==> config.mk <==
export PLATFORM = sky130hd
export DESIGN_NAME = fetch_unit_flat
export DESIGN_NICKNAME = d
export VERILOG_FILES = /design/src/rtl/fetch_unit_if.sv /design/src/rtl/fetch_unit.sv /design/src/flat_wrapper.sv
export SDC_FILE = /design/constraint.sdc
export NUM_CORES = 1
export LEC_CHECK = 0
export CAP_MARGIN = 40
export CORE_UTILIZATION = 45
export CTS_BUF_LIST = sky130_fd_sc_hd__clkbuf_16
export DETAILED_ROUTE_END_ITERATION = 16
export HOLD_SLACK_MARGIN = 0.02
export PLACE_DENSITY = 0.81
export SYNTH_ARGS = -nofsm -noshare
export SYNTH_HDL_FRONTEND = slang
export SYNTH_SLANG_ARGS = --single-unit
==> constraint.sdc <==
create_clock -name clk -period 2.7 [get_ports clk]
set_clock_uncertainty 0.15 [all_clocks]
set_input_delay 0.54 -clock clk [delete_from_list [all_inputs] [get_ports clk]]
set_output_delay 0.54 -clock clk [all_outputs]
set_load 0.05 [all_outputs]
==> src/rtl/fetch_unit_if.sv <==
// Buses of the fetch stage: the instruction-memory request/response channel
// and the valid/ready channel that hands instructions to decode.
interface imem_if #(
  parameter int INSTR_W = 32
);
  logic               req;
  logic [63:0]        addr;
  logic               gnt;
  logic               rvalid;
  logic [INSTR_W-1:0] rdata;

  modport master (output req, addr, input gnt, rvalid, rdata);
  modport slave  (input req, addr, output gnt, rvalid, rdata);
endinterface

interface decode_if #(
  parameter int INSTR_W = 32
);
  logic               valid;
  logic [INSTR_W-1:0] instr;
  logic [63:0]        pc;
  logic               ready;

  modport master (output valid, instr, pc, input ready);
  modport slave  (input valid, instr, pc, output ready);
endinterface

==> src/rtl/fetch_unit.sv <==
// Instruction-fetch stage: owns the PC, issues one memory request at a time and
// holds each fetched instruction until decode takes it or a redirect drops it.
module fetch_unit #(
  parameter logic [63:0] RESET_PC = 64'h0,
  parameter int          INSTR_W  = 32
) (
  input  logic        clk,
  input  logic        rst_n,
  input  logic [63:0] next_pc,
  output logic [63:0] curr_pc,
  output logic        pc_write_en,
  input  logic        redirect,
  output logic        fetch_fault,
  imem_if.master      imem,
  decode_if.master    dec
);
  localparam logic [1:0] IDLE = 2'd0;
  localparam logic [1:0] REQ  = 2'd1;
  localparam logic [1:0] WAIT = 2'd2;
  localparam logic [1:0] HOLD = 2'd3;

  logic [1:0]         state_reg, state_next;
  logic [63:0]        pc_reg, pc_next;
  logic               squash_reg, squash_next;
  logic               req_reg, req_next;
  logic [63:0]        addr_reg, addr_next;
  logic               valid_reg, valid_next;
  logic [INSTR_W-1:0] instr_reg, instr_next;
  logic [63:0]        ipc_reg, ipc_next;
  logic               fault_reg, fault_next;
  logic               enter_req;

  assign pc_write_en = ((state_reg == HOLD) && dec.ready) || (redirect && (state_reg != IDLE));
  assign pc_next     = pc_write_en ? next_pc : pc_reg;

  always_comb begin
    state_next  = state_reg;
    squash_next = squash_reg;
    req_next    = req_reg;
    addr_next   = addr_reg;
    valid_next  = valid_reg;
    instr_next  = instr_reg;
    ipc_next    = ipc_reg;
    fault_next  = 1'b0;
    enter_req   = 1'b0;
    case (state_reg)
      IDLE: begin
        state_next = REQ;
        enter_req  = 1'b1;
      end
      REQ: begin
        if (req_reg) begin
          if (redirect) squash_next = 1'b1;
          if (imem.gnt) begin
            state_next = WAIT;
            req_next   = 1'b0;
          end
        end else if (redirect) begin
          // parked on a misaligned PC: nothing is in flight, just retry with the new PC
          enter_req = 1'b1;
        end
      end
      WAIT: begin
        if (imem.rvalid) begin
          if (squash_reg || redirect) begin
            squash_next = 1'b0;
            state_next  = REQ;
            enter_req   = 1'b1;
          end else begin
            instr_next = imem.rdata;
            ipc_next   = pc_reg;
            valid_next = 1'b1;
            state_next = HOLD;
          end
        end else if (redirect) begin
          squash_next = 1'b1;
        end
      end
      HOLD: begin
        if (redirect || dec.ready) begin
          valid_next = 1'b0;
          state_next = REQ;
          enter_req  = 1'b1;
        end
      end
      default: state_next = IDLE;
    endcase
    // every entry into REQ latches the address it will present, or faults instead
    if (enter_req) begin
      addr_next  = pc_next;
      req_next   = (pc_next[1:0] == 2'b00);
      fault_next = (pc_next[1:0] != 2'b00);
    end
  end

  always_ff @(posedge clk or negedge rst_n) begin
    if (!rst_n) begin
      state_reg  <= IDLE;
      pc_reg     <= RESET_PC;
      squash_reg <= 1'b0;
      req_reg    <= 1'b0;
      addr_reg   <= 64'h0;
      valid_reg  <= 1'b0;
      instr_reg  <= '0;
      ipc_reg    <= 64'h0;
      fault_reg  <= 1'b0;
    end else begin
      state_reg  <= state_next;
      pc_reg     <= pc_next;
      squash_reg <= squash_next;
      req_reg    <= req_next;
      addr_reg   <= addr_next;
      valid_reg  <= valid_next;
      instr_reg  <= instr_next;
      ipc_reg    <= ipc_next;
      fault_reg  <= fault_next;
    end
  end

  assign curr_pc     = pc_reg;
  assign fetch_fault = fault_reg;
  assign imem.req    = req_reg;
  assign imem.addr   = addr_reg;
  assign dec.valid   = valid_reg;
  assign dec.instr   = instr_reg;
  assign dec.pc      = ipc_reg;
endmodule
==> src/flat_wrapper.sv <==
// flat-port wrapper written by rule: the top's interface ports become plain ports
module fetch_unit_flat 
#(
  parameter logic [63:0] RESET_PC = 64'h0,
  parameter int          INSTR_W  = 32
)
  (clk, rst_n, next_pc, curr_pc, pc_write_en, redirect, fetch_fault, imem_req, imem_addr, imem_gnt, imem_rvalid, imem_rdata, dec_valid, dec_instr, dec_pc, dec_ready);
  imem_if #(.INSTR_W(INSTR_W)) imem_i ();
  decode_if #(.INSTR_W(INSTR_W)) dec_i ();
  input  logic clk;
  input  logic rst_n;
  input  logic [63:0] next_pc;
  output logic [63:0] curr_pc;
  output logic pc_write_en;
  input  logic redirect;
  output logic fetch_fault;
  output wire logic [$bits(imem_i.req)-1:0] imem_req;
  output wire logic [$bits(imem_i.addr)-1:0] imem_addr;
  input wire logic [$bits(imem_i.gnt)-1:0] imem_gnt;
  input wire logic [$bits(imem_i.rvalid)-1:0] imem_rvalid;
  input wire logic [$bits(imem_i.rdata)-1:0] imem_rdata;
  output wire logic [$bits(dec_i.valid)-1:0] dec_valid;
  output wire logic [$bits(dec_i.instr)-1:0] dec_instr;
  output wire logic [$bits(dec_i.pc)-1:0] dec_pc;
  input wire logic [$bits(dec_i.ready)-1:0] dec_ready;
  assign imem_req = imem_i.req;
  assign imem_addr = imem_i.addr;
  assign imem_i.gnt = imem_gnt;
  assign imem_i.rvalid = imem_rvalid;
  assign imem_i.rdata = imem_rdata;
  assign dec_valid = dec_i.valid;
  assign dec_instr = dec_i.instr;
  assign dec_pc = dec_i.pc;
  assign dec_i.ready = dec_ready;
  fetch_unit #(.RESET_PC(RESET_PC), .INSTR_W(INSTR_W)) u_core (.clk(clk), .rst_n(rst_n), .next_pc(next_pc), .curr_pc(curr_pc), .pc_write_en(pc_write_en), .redirect(redirect), .fetch_fault(fetch_fault), .imem(imem_i), .dec(dec_i));
endmodule
Yosys cells after proc, flatten, opt, wreduce, memory -nomap -nowiden
Index checks and enable logic that the tools add are counted.
W data, S select, Z words.
{"block": "totals", "input_bits": 102, "register_bits": 230, "word_cells": 62, "output_inout_bits": 228}
{"block": "op_classes", "reduce_logical": 16, "muxes": 27, "bitwise_logic": 1, "eq_ne": 9}
{"operator": "$mux W64", "n": 1}
{"operator": "$mux W1", "n": 17}
{"operator": "$mux W2", "n": 5}
{"operator": "$reduce_bool A2 Y1", "n": 5}
{"operator": "$ne A2 B2 Y1 const B", "n": 4}
{"operator": "$pmux W2 S4", "n": 1}
{"operator": "$reduce_and A4 Y1", "n": 2}
{"operator": "$reduce_and A3 Y1", "n": 2}
{"operator": "$eq A2 B2 Y1 const B", "n": 2}
{"operator": "$logic_not A2 Y1", "n": 2}
{"operator": "$pmux W1 S2", "n": 2}
{"operator": "$pmux W1 S4", "n": 1}
{"operator": "$logic_or A1 B1 Y1", "n": 3}
{"operator": "$ne A3 B2 Y1 const B", "n": 1}
{"operator": "$eq A2 B1 Y1 const B", "n": 1}
{"operator": "$logic_and A1 B1 Y1", "n": 2}
{"operator": "$ne A2 B1 Y1 const B", "n": 1}
{"operator": "$not A1 Y1", "n": 1}

Longest topological paths before layout
{"block": "logic_depth", "word_depth": 6, "mapped_depth": 8, "mapped_depth_nobuf": 6}

Least setup slack after synthesis
No wires, ideal clock.
{"block": "synth_path", "kind": "register -> register", "start": "reg u_core.state_reg[0]", "end": "reg u_core.addr_reg[34] (netlist: u_core.imem.addr[34])", "period_less_slack_ns": 2.090, "setup_slack_ns": 0.610, "path_stages_with_launch": 8, "setup_ns": 0.125, "arrival_ns": 1.815, "t_required_ns": 2.425, "path_buffers": 2, "cell_sequence": "dfrtp_1 ha_1 nand2_1 o21ai_1 buf_4 buf_6 mux2_2 mux2_4"}
{"block": "synth_between", "elab_chain_cells": 4, "elab_cells_between_ends": 10, "cone_classes": "3 x eq/ne; 2 x mux; 5 x reduce/logical"}
{"element": "start: declaration", "line": "fetch_unit.sv:22", "source": "logic [1:0] state_reg, state_next;"}
{"element": "start signal: assignment", "line": "fetch_unit.sv:108", "source": "state_reg <= state_next;"}
{"element": "$eq A2 B2 Y1 / $reduce_bool A2 Y1 (equally long branches)", "line": "fetch_unit.sv:33", "source": "assign pc_write_en = ((state_reg == HOLD) && dec.ready) || (redirect && (state_reg != IDLE));"}
{"element": "$logic_and A1 B1 Y1", "line": "fetch_unit.sv:33"}
{"element": "$logic_or A1 B1 Y1 (*)", "line": "fetch_unit.sv:33"}
{"element": "net pc_write_en", "line": "flat_wrapper.sv:14", "source": "output logic pc_write_en;"}
{"element": "$mux W64 (*)", "line": "fetch_unit.sv:34", "source": "assign pc_next = pc_write_en ? next_pc : pc_reg;"}
{"element": "net u_core.pc_next[34]", "line": "fetch_unit.sv:23", "source": "logic [63:0] pc_reg, pc_next;"}
{"element": "end signal: assignment", "line": "fetch_unit.sv:112", "source": "addr_reg <= addr_next;"}
{"element": "end: declaration", "line": "fetch_unit.sv:26", "source": "logic [63:0] addr_reg, addr_next;"}
Mark *: on every way through the listed nets, which the timed path passes. The rest lies on a longest branch.
A chain may end at the register's enable or synchronous reset.

Final worst setup path
{"block": "layout_path", "start": "reg u_core.state_reg[0]", "end": "out pc_write_en"}
{"block": "layout_between", "elab_chain_cells": 3, "elab_cells_between_ends": 5, "cone_classes": "1 x eq/ne; 4 x reduce/logical"}
{"element": "$eq A2 B2 Y1 / $reduce_bool A2 Y1 (equally long branches)", "line": "fetch_unit.sv:33"}
{"element": "$logic_and A1 B1 Y1", "line": "fetch_unit.sv:33"}
{"element": "$logic_or A1 B1 Y1 (*)", "line": "fetch_unit.sv:33"}
{"element": "end: declaration", "line": "flat_wrapper.sv:14"}
Every way passes the cells marked *; elsewhere a longest branch is shown, timed or not.

==> impl_metrics.json <==
{
  "synthCells": 519,
  "cts_tree": "done",
  "final_cell_mix": "clkdlybuf4s50_1 (327), dfrtp_1 (230), mux2_2 (175)",
  "maxSlewHeadroom_pct": 57.1,
  "initialDrtViolationCount": 155,
  "crit_fanout": 17,
  "fp.dieW_um": 143,
  "numPortBuffers": 329,
  "core_area_um2": 19500,
  "use_met2_pct": 36.4,
  "vias": 5662,
  "worst_pin_slew_ns": 0.644,
  "antenna_cells": 0,
  "numCtsBuffers": 25,
  "yosysSeqAreaShare_pct": 64.4,
  "grt_usage_pct": 21.4,
  "clk_latency_ns": 0.50,
  "crit_required_ns": 2.01,
  "maxCapViolCount": 0,
  "grt_pass1_wl_mm": 33.9,
  "vias_per_cell": 4.91,
  "cts_root_buffer": "clkbuf_16",
  "period_share_pct": 93.3,
  "rsz0062_at_grt": "no",
  "top_usage_layer": "met2",
  "die_h_um": 143,
  "utilization_pct": 69.1,
  "wirelength_mm": 21.9,
  "fmax_mhz": 397,
  "status": "completed",
  "areaGrowthSynthToFinish_pct": 50.4,
  "ant_nets": 0,
  "clk_pin_slew_ns": 0.06,
  "ys_seq_elements": 230,
  "hpwlAfterDp_mm": 14.9,
  "netlist_area_um2": 8940,
  "htreeDepth": 1,
  "worst_setup_path_end_kind": "output port",
  "drive_above_1_share_pct": 32.0,
  "pin_count": 330,
  "rows": 51,
  "yosys_warnings": 0,
  "fin_tns_setup_ns": 0,
  "clkSinkCount": 230,
  "grtUsageMet3_pct": 6.41,
  "design.die.area_um2": 20400,
  "grt_pass1_vias": 6133,
  "clockBufferDepth": 3,
  "finalSetupViolCount": 0,
  "slew_viol_final": 0,
  "period_needed_ns": 2.52,
  "syn_area_per_cell_um2": 17.2,
  "grtUsageMet1_pct": 25.8,
  "route.detailed.drc": 0,
  "grt_antenna_before_repair": 0,
  "wl_per_cell_um": 19.0,
  "first_pass_iters": 5,
  "finalHoldViolCount": 0,
  "nets": 977,
  "final_common_cell": "clkdlybuf4s50_1",
  "grt_overflow_total": 0,
  "arrival_ns": 1.83,
  "synth_nets": 626,
  "path_class": "register to output port",
  "gp_congestion": 0.761,
  "start_kind": "register",
  "start_util_pct": 46.0,
  "grt_max_degree": 83,
  "hp-class": "register to register",
  "synth.distinct_cells": 28
}
## worst max-delay path, stage by stage, from the launching register on
cell and delay (ns):
dfrtp_1 0.42, inv_1 0.08, ha_1 0.24, o21ai_4 0.21
buf_12 0.20, buf_12 0.15
## layer usage
| metal | wire length (µm) | part of all wire, % |
|---|---|---|
| met3 | 1810 | 8.3 |
| met4 | 726 | 3.3 |
| met1 | 8610 | 39 |
| met2 | 10700 | 49 |
| met5 | 0 | 0 |
## synth_stat cells, drive strengths merged
library cell / instances / area (µm²)
a21boi: 2 / 15.0
a21oi: 2 / 10.0
a222oi: 1 / 10.0
a31oi: 1 / 6.26
and2: 1 / 8.76
and2b: 1 / 7.51
and3: 2 / 12.5
buf: 23 / 194
clkbuf: 1 / 3.75
dfrtp: 230 / 5760
ha: 5 / 62.6
inv: 5 / 18.8
mux2: 224 / 2710
nand2: 5 / 18.8
nand3: 1 / 10.0
nand4: 1 / 6.26
nor2: 3 / 11.3
nor3: 1 / 10.0
o211ai: 1 / 7.51
o21a: 2 / 15.0
o21ai: 5 / 25.0
o31ai: 2 / 28.8
## kinds of logic after synthesis
family          synth area share, %
fa+ha+maj                     0.699
buf+inv                        2.42
mux                            30.3
compound gates                 1.32
simple gates                  0.951
flops                          64.4
## timing repair
action	4_1_cts	5_1_grt
hold endpoints to repair	74	0
buffers inserted	0	2
hold buffers	1	0
setup endpoints to repair	0	1
gates resized for setup	0	1
## worst paths after layout
| path | from | endpoint | slack, ns | cells past startpoint |
|---|---|---|---|---|
| worst max-delay path | u_core.state_reg[0] | pc_write_en | 0.18 | 5 |
| max in group asynchronous | rst_n | u_core.imem.addr[18] | 1.21 | 3 |
| worst min register to register | u_core.dec.instr[27] | u_core.dec.instr[27] | 0.35 | 1 |
| worst min-delay path | u_core.dec.instr[27] | u_core.dec.instr[27] | 0.35 | 1 |
| worst max register to register | u_core.state_reg[0] | u_core.imem.addr[40] | 0.43 | 7 |
| min in group asynchronous | rst_n | u_core.curr_pc[29] | 0.51 | 2 |
## layout make-up
type / count / area, µm²
timing repair buffer: 348 / 3580
clock buffer: 25 / 626
multi-input combinational: 260 / 3000
inverter: 5 / 18.8
tap: 265 / 332
sequential: 230 / 5760
clock inverter: 20 / 135
fill: 1356 / 6010
## stage by stage
| step | hold WS, ns | cells | area, µm² | worst slack, ns |
|---|---|---|---|---|
| CTS | 0.358 | 1150 | 13400 | 0.0610 |
| detailed placement | 0.341 | 1104 | 12600 | 0.193 |
| global placement | 0.338 | 1104 | 12600 | 0.206 |
| finish | 0.353 | 1153 | 13400 | 0.180 |
| global route | 0.368 | 1153 | 13400 | 0.0721 |
| floorplan | 0.0944 | 519 | 8940 | 0.610 |
Power is not shown: default switching activity piles up to over one toggle a cycle in this logic, so the estimate is an artifact.
